--- config.mk ---
export PLATFORM = sky130hd
export DESIGN_NAME = icache
export DESIGN_NICKNAME = d
export VERILOG_FILES = /design/src/rtl/icache_pkg.sv /design/src/rtl/icache_frames.sv /design/src/rtl/icache.sv
export SDC_FILE = /design/constraint.sdc
export NUM_CORES = 1
export LEC_CHECK = 0
export CORE_AREA = 2 2 269 271
export DETAILED_ROUTE_END_ITERATION = 8
export DIE_AREA = 0 0 271 273
export PLACE_DENSITY = 0.71
export SYNTH_ARGS = -nofsm -noshare
export SYNTH_HDL_FRONTEND = slang
export SYNTH_SLANG_ARGS = --single-unit
--- constraint.sdc ---
create_clock -name CLK -period 13 [get_ports CLK]
set_clock_uncertainty 0.2 [all_clocks]
set_input_delay 1.3 -clock CLK [delete_from_list [all_inputs] [get_ports CLK]]
set_output_delay 1.3 -clock CLK [all_outputs]
set_load 0.03 [all_outputs]
--- src/rtl/icache_pkg.sv ---
// Shared types and constants for the instruction cache.
// Provides the word type, the default set count, the address overlay
// {tag, idx, bytoff} for the default geometry and the FSM state encoding.
package icache_pkg;

    localparam int unsigned WORD_W       = 32;
    localparam int unsigned ICACHE_NSETS = 16;
    localparam int unsigned ICACHE_IDX_W = $clog2(ICACHE_NSETS);
    localparam int unsigned ICACHE_TAG_W = WORD_W - 2 - ICACHE_IDX_W;

    typedef logic [WORD_W-1:0] word_t;

    // Overlay of a fetch address for the default geometry.
    typedef struct packed {
        logic [ICACHE_TAG_W-1:0] tag;
        logic [ICACHE_IDX_W-1:0] idx;
        logic [1:0]              bytoff;
    } icachef_t;

    typedef enum logic [0:0] {
        IDLE = 1'b0,
        MISS = 1'b1
    } icache_state_t;

endpackage

--- src/rtl/icache_frames.sv ---
// Valid/tag/data storage for the direct-mapped instruction cache.
// Ports: CLK, RST (sync, active-high), flush (invalidate all),
//        we/widx/wtag/wdata (single write port),
//        ridx -> rvalid/rtag/rdata (combinational read).
module icache_frames
    import icache_pkg::*;
#(
    parameter int unsigned NSETS = ICACHE_NSETS,
    localparam int unsigned IDX_W = $clog2(NSETS),
    localparam int unsigned TAG_W = WORD_W - 2 - IDX_W
) (
    input  logic             CLK,
    input  logic             RST,
    input  logic             flush,
    input  logic             we,
    input  logic [IDX_W-1:0] widx,
    input  logic [TAG_W-1:0] wtag,
    input  word_t            wdata,
    input  logic [IDX_W-1:0] ridx,
    output logic             rvalid,
    output logic [TAG_W-1:0] rtag,
    output word_t            rdata
);

    logic [NSETS-1:0] valid_q, valid_d;
    logic [TAG_W-1:0] tag_q  [NSETS];
    logic [TAG_W-1:0] tag_d  [NSETS];
    word_t            data_q [NSETS];
    word_t            data_d [NSETS];

    // Flush beats a same-cycle write: the line is left invalid.
    always_comb begin
        valid_d = valid_q;
        tag_d   = tag_q;
        data_d  = data_q;
        if (flush) begin
            valid_d = '0;
        end else if (we) begin
            valid_d[widx] = 1'b1;
            tag_d[widx]   = wtag;
            data_d[widx]  = wdata;
        end
    end

    always_ff @(posedge CLK) begin
        if (RST) valid_q <= '0;
        else     valid_q <= valid_d;
    end

    // Tag/data need no reset; they are qualified by valid.
    always_ff @(posedge CLK) begin
        tag_q  <= tag_d;
        data_q <= data_d;
    end

    assign rvalid = valid_q[ridx];
    assign rtag   = tag_q[ridx];
    assign rdata  = data_q[ridx];

endmodule

--- src/rtl/icache.sv ---
// Direct-mapped, read-only instruction cache.
// Datapath side: imemREN/imemaddr in, ihit/imemload out (same-cycle hit).
// Memory side:   iREN/iaddr out, iwait/iload in (fill handshake).
// Control:       CLK, RST (sync, active-high), flush (invalidate all).
module icache
    import icache_pkg::*;
#(
    parameter int unsigned NSETS = ICACHE_NSETS
) (
    input  logic  CLK,
    input  logic  RST,
    input  logic  imemREN,
    input  word_t imemaddr,
    output logic  ihit,
    output word_t imemload,
    input  logic  flush,
    output logic  iREN,
    output word_t iaddr,
    input  logic  iwait,
    input  word_t iload
);

    localparam int unsigned IDX_W = $clog2(NSETS);
    localparam int unsigned TAG_W = WORD_W - 2 - IDX_W;

    icache_state_t state_q, state_d;
    word_t         miss_addr_q, miss_addr_d;
    logic          fill_we;
    logic          rvalid;
    logic [TAG_W-1:0] rtag;
    word_t         rdata;
    logic          hit_c;
    logic          unused_bytoff;

    assign unused_bytoff = ^imemaddr[1:0];

    icache_frames #(.NSETS(NSETS)) u_frames (
        .CLK    (CLK),
        .RST    (RST),
        .flush  (flush),
        .we     (fill_we),
        .widx   (miss_addr_q[IDX_W+1:2]),
        .wtag   (miss_addr_q[WORD_W-1:IDX_W+2]),
        .wdata  (iload),
        .ridx   (imemaddr[IDX_W+1:2]),
        .rvalid (rvalid),
        .rtag   (rtag),
        .rdata  (rdata)
    );

    assign hit_c = imemREN && rvalid && (rtag == imemaddr[WORD_W-1:IDX_W+2]);

    // Next state and outputs; hits only ever reported from IDLE.
    always_comb begin
        state_d     = state_q;
        miss_addr_d = miss_addr_q;
        fill_we     = 1'b0;
        ihit        = 1'b0;
        imemload    = '0;
        iREN        = 1'b0;
        iaddr       = '0;
        case (state_q)
            IDLE: begin
                ihit     = hit_c;
                imemload = hit_c ? rdata : '0;
                if (!flush && imemREN && !hit_c) begin
                    miss_addr_d = {imemaddr[WORD_W-1:2], 2'b00};
                    state_d     = MISS;
                end
            end
            MISS: begin
                iREN  = 1'b1;
                iaddr = miss_addr_q;
                if (flush) begin
                    state_d = IDLE;
                end else if (!iwait) begin
                    fill_we = 1'b1;
                    state_d = IDLE;
                end
            end
            default: state_d = IDLE;
        endcase
    end

    always_ff @(posedge CLK) begin
        if (RST) begin
            state_q     <= IDLE;
            miss_addr_q <= '0;
        end else begin
            state_q     <= state_d;
            miss_addr_q <= miss_addr_d;
        end
    end

endmodule

Yosys cells after proc, flatten, opt, wreduce, memory -nomap -nowiden
Cells that the tools add are included.
W data, S select, Z words.

word-level totals
  ROM bits = 0
  input bits = 69
  memories = 0
  register bits = 975
  bits in latches = 0
  memory bits (writable) = 0
  word-level logic and storage cells = 86

cells by class
  multiplexer cells = 28
  reduce and logical (&&, ||, !) cells = 11
  divide/modulo/power cells = 0
  $add $sub $neg = 0
  shift operators = 0
  $lt $le $gt $ge = 6
  equality and inequality tests = 1
  bitwise gates (word level) = 5
  $mul = 0

operators by type and width
  cell                  count
  $bwmux W512           1
  $bwmux W416           1
  $mux W32              6
  $bmux W32 S4          1
  $demux W32 S4         1
  $bmux W26 S4          1
  $demux W26 S4         1
  $mux W26              3
  $eq A26 B26 Y1        1
  $or A16 B16 Y16       1
  $ge A5 B5 Y1 const B  2
  $lt A4 B5 Y1 const B  2
  $mux W1               10
  $not A4 Y5            2
  $logic_and A1 B1 Y1   6
  $lt A5 B1 Y1 const B  1
  $bmux W1 S4           1
  $demux W1 S4          1
  $ge A4 B1 Y1 const B  1
  $reduce_and A2 Y1     2
  $logic_not A1 Y1      2
  $not A1 Y1            2
  $pmux W1 S2           1
  $reduce_or A2 Y1      1

Depth between registers and ports, before layout
  depth after elaboration = 10
  gate-level depth with buffers = 13

Hierarchy
From an unflattened synthesis, not the netlist that was laid out.

second synthesis, totals
  cells, all modules = 1,691
  area, all modules = 37,045.5 µm²

by module, submodules not included
  module         instances  cells each  area each (µm²)  sequential area each (µm²)
  icache_frames  1          1,508       35,332.6         28,187.0
  icache         1          183         1,712.9          620.6

Least setup slack after synthesis
Ideal clock, no wire load.

  kind = input-to-reg
  start = input port flush
  end = register u_frames.data_q[448] in the netlist's numbering (enable)
  setup time = 0.548 ns
  stages = 4
  slack = 6.422 ns
  arrival = 5.831 ns
  path buffers = 0
  path through = nand2b_1 nor3b_1 nand2b_1 nor3_1

on the way
  cells in the longest elaborated chain, start to end = 3
  elaborated cells between the ends (all ways) = 4
  those cells by class = mux: 2; bitwise: 1; reduce/logical: 1

ends and longest elaborated chain
  element                        RTL line             source
  from (decl)                    icache.sv:16         input logic flush,
  $mux W1                        icache.sv:74         if (flush) begin
  $mux W1                        icache.sv:62         case (state_q)
  $reduce_and A2 Y1 (no line) *  -
  to (signal assigned)           icache_frames.sv:53  data_q <= data_d;
  to (decl)                      icache_frames.sv:28  word_t data_q [NSETS];

Every way passes the cells marked *; elsewhere a longest branch is shown, timed or not.
A chain may end at the register's enable or synchronous reset.

Worst setup path after layout
  start = input port imemaddr[2]
  end = output port imemload[17]

on the way
  cells in the longest elaborated chain, start to end = 8
  elaborated cells between the ends (all ways) = 14
  those cells by class = eq/ne: 1; mux: 10; bitwise: 1; reduce/logical: 2

ends and longest elaborated chain
  element                                       RTL line                                  source
  from (decl)                                   icache.sv:13                              input word_t imemaddr,
  $not A4 Y5 (not written as such)              icache_frames.sv:57, icache_frames.sv:58
  $bmux W26 S4                                  icache_frames.sv:57                       assign rtag = tag_q[ridx];
  $mux W26 (not written as such) (2 in series)  icache_frames.sv:57
  $eq A26 B26 Y1                                icache.sv:51                              assign hit_c = imemREN && rvalid && (rtag == imemaddr[WORD_W-1:IDX_W+2]);
  $logic_and A1 B1 Y1                           icache.sv:51
  $mux W32 *                                    icache.sv:65                              imemload = hit_c ? rdata : '0;
  $mux W32 *                                    icache.sv:62
  to (decl)                                     icache.sv:15                              output word_t imemload,

Every way passes the cells marked *; elsewhere a longest branch is shown, timed or not. The select of a mux whose other input is x is not followed.

==> results.md <==
* Outcome: finished, final reports clean
* Final core occ at 0.624
* EDFF count, synth at 928
* Routability congestion estimate at 0.806
* Detail-routed net length per standard cell at 28.8 um
* Global-route usage over all layers at 0.240
* Clock-pin slew reported for the worst setup and hold paths after clock tree synthesis at 60 ps
* Gate family responsible for the most delay along the worst path: buffers and inverters
* Total Negative Setup Slacks at 0 ps
* Cells taking the most area after synthesis: sky130_fd_sc_hd__edfxtp_1 72%, sky130_fd_sc_hd__mux4_2 15%, sky130_fd_sc_hd__dfxtp_1 2.4%, sky130_fd_sc_hd__mux2i_1 1.7%, sky130_fd_sc_hd__nor2b_1 1.1%
* Placement Rows at 98
* Worst slew margin at 0.172
* Max VDD drop at 0.000114 V
* Initial core utilization at 0.547
* Number of inserted diodes at 0
* Clock Sink Count at 975
* Post-detailed-placement half-perimeter wirelength at 45.0 mm
* Register-to-register path setup slack at 8970 ps
* Total standard cell area after synthesis at 38,900 um2
* Later-pin clock latency in the skew report at 640 ps
* Leakage power at 0.0141 uW
* Share of power burned in the clock network at 0.420
* Detailed-route vias per instance at 6.40
* CTS Buf Count at 93
* Dpl cell area at 41,200 um2
* Final setup violation count at 0
* Comb power frac at 0.047
* Post-CTS setup buffer count at 0
* Crit end category: output port
* Final cycle utilization of the critical path at 0.605
* H-tree depth at 3
* Cell type with the highest aggregate area in the netlist: sky130_fd_sc_hd__edfxtp_1
* Cells along the critical path: buf_8 > buf_12 > mux4_2 > xnor2_1 > nor3_1 > a2111oi_0 > nand4_1 > nor4_1 > nand4_1 > buf_4 > nor2b_1 > clkdlybuf4s50_1
* Area of the core region at 71,000 um2
* Max Buffers Root-to-Sink at 3
* Number of buffer and inverter instances along the worst setup path at 4
* Post-Route WL at 88.2 mm
* Critical path's most frequent cell: sky130_fd_sc_hd__nand4_1
* Max Cap Violations at 0
* Floorplan die width at 271 um
* Aggregate global routing overflow at 0
* Max stage delay on crit path at 690 ps
* Final Slew Violations at 0
* Count of placed standard cells in the final layout, fillers left out at 3,061
* Most frequent cell after synthesis: sky130_fd_sc_hd__edfxtp_1
* Net switching power of the design at 1320 uW
* Worst endpoint required time at 11,500 ps
* Antenna violations before repair at 1
* Measured slew at the worst slew-check pin at 1240 ps
* Share of post-route cells with drive strength above 1 at 0.216
* Reg2Reg Depth at 6
* Gate count of the mapped netlist at 1,892
* Fin crit period at 7860 ps
* Hold path endpoint: u_frames.valid_q[12]
* CTS tree: built
* Flop and latch count out of synthesis at 975
* Inst Count DP at 2,891
* Maximum number of pins on one net before global-route repair at 150
* Post-synthesis average cell area at 20.5 um2
* DRT iter0 DRCs at 2,335
* Die outline height at 273 um
* Category of the worst setup path launch point: input port
* ANT nets after route at 0
* Power per cell area at 148 nW/um2
* Worst R2R Start: state_q
* Hold-fix buffers, CTS at 0
* Global-route wire length before repair at 130 mm
* Total via count after detailed routing at 19.6k
* Final Instance Area at 44,300 um2
* Area delta synth->final at 14.0%
* Critical Path AT at 6360 ps
* Share of the synthesized area in the top cell type at 0.717
* Number of resized instances in the post-cts repair step at 0
* First drt pass iteration count at 8
* Internal power at 5250 uW
* Total number of nets in the final design at 2,105
* Final hold vios at 0
* Part of the Yosys area used for sequential elements at 0.741
* Share of async-settable or async-resettable flops after synthesis at 0
* Largest fanout on the critical path at 116
* Worst Hold Path Cells at 1
* Yosys warning count at 0
* Net Sw Frac at 0.201
* Leading cell types by count after synthesis: 928 x sky130_fd_sc_hd__edfxtp_1, 251 x sky130_fd_sc_hd__mux4_2, 69 x sky130_fd_sc_hd__nor2b_1, 67 x sky130_fd_sc_hd__mux2i_1, 47 x sky130_fd_sc_hd__dfxtp_1
* Part of the total power dissipated in sequential elements at 0.533
* Port buffer count at 130
* R2R Path End: u_frames.tag_q[175]
* Number of distinct library cell variants in the gate-level netlist after synthesis at 60
* Start point of the worst hold path: u_frames.valid_q[12]
* F_max at 127 MHz
* Die outline area at 74,000 um2
* IO Count at 135
* Dominant register cell in the synthesized netlist: sky130_fd_sc_hd__edfxtp_1
* Category of the most critical setup path: input port to output port
* # DRC at 0
* Via count of the first global-routing pass at 20.1k
* Clock Root Buffer: sky130_fd_sc_hd__clkbuf_16
* Cell at the slowest stage of the critical path: sky130_fd_sc_hd__buf_12
* HP Class: flop to flop
* Unrepaired setup endpoints after global routing: no
cell usage in the layout, fill, tap and decap left out, types with 16 or more instances in the layout:
cell / synthesis / routed
sky130_fd_sc_hd__nor3_1: 21 / 16
sky130_fd_sc_hd__a22oi_1: 35 / 35
sky130_fd_sc_hd__nand4_1: 40 / 40
sky130_fd_sc_hd__mux2i_1: 67 / 67
sky130_fd_sc_hd__clkbuf_1: 46 / 18
sky130_fd_sc_hd__nor2b_1: 69 / 69
sky130_fd_sc_hd__mux4_2: 251 / 251
sky130_fd_sc_hd__buf_4: 7 / 33
sky130_fd_sc_hd__clkbuf_16: 0 / 94
sky130_fd_sc_hd__dfxtp_1: 47 / 47
sky130_fd_sc_hd__nor2_1: 37 / 24
sky130_fd_sc_hd__edfxtp_1: 928 / 928
sky130_fd_sc_hd__o21a_1: 16 / 16
sky130_fd_sc_hd__xnor2_1: 29 / 29
sky130_fd_sc_hd__and2_1: 34 / 34
sky130_fd_sc_hd__o211ai_1: 30 / 30
sky130_fd_sc_hd__nor3b_1: 30 / 30
sky130_fd_sc_hd__inv_1: 34 / 34
sky130_fd_sc_hd__clkinv_1: 1 / 19
sky130_fd_sc_hd__clkdlybuf4s50_1: 0 / 125
stage by stage:
stage | hold WS [ps] | setup WS (ps) | power (uW)
after global routing | 274 | 4780 | 6750
after global placement | 242 | 5080 | 3870
after detailed placement | 253 | 5090 | 3880
final | 271 | 5140 | 6570
after CTS | 268 | 5100 | 6610
after floorplan | 235 | 6420 | 3760
cell type report:
| type | count | area (um2) |
|---|---|---|
| Clock buffer | 115 | 2460 |
| Clock inverter | 55 | 662 |
| Fill cell | 4767 | 26700 |
| Inverter | 36 | 138 |
| Multi-Input combinational cell | 766 | 9450 |
| Sequential cell | 975 | 28800 |
| Tap cell | 950 | 1190 |
| Timing Repair Buffer | 164 | 1580 |
worst max path at each step:
stage	from	to	depth (start not counted)
2_1_floorplan	flush	u_frames.data_q[448]	4
3_3_place_gp	imemaddr[2]	imemload[31]	12
3_5_place_dp	imemaddr[2]	imemload[19]	12
4_1_cts	imemaddr[2]	imemload[17]	12
5_1_grt	imemaddr[2]	imemload[2]	12
6_report	imemaddr[2]	imemload[17]	12
power groups by stage:
stage	Sequential, uW	Clock [uW]	Combinational [uW]
after floorplan	3550	0	207
after global placement	3570	0	301
after detailed placement	3570	0	307
after CTS	3500	2800	308
after global routing	3510	2920	328
final	3500	2760	307
logic make-up (layout without fill, tap and decap cells):
group           after synthesis  after routing  synth area share
mux                         324            324             0.165
buf+inv                     152            370            0.0189
flops                       975            975             0.741
xor+xnor                     34             34           0.00766
simple gates                278            278            0.0424
compound gates              128            128            0.0249
other cells                   1              2         0.0000965
state kept, by name, indices dropped and copies added (netlist names):
register,flops
u_frames.data_q,512
state_q,1
u_frames.tag_q,416
u_frames.valid_q,16
miss_addr_q,30
per-layer routing:
metal | track usage | up-vias | wire length [um] | share of wire
met4 | 0.0724 | 2 | 2050 | 0.023
met3 | 0.0431 | 132 | 7700 | 0.087
met2 | 0.381 | 934 | 42500 | 0.48
li1 | - | 8116 | - | -
met1 | 0.347 | 10395 | 35900 | 0.41
met5 | 0 | - | 9 | 0.00010
Power figures use the tool's default switching activity.
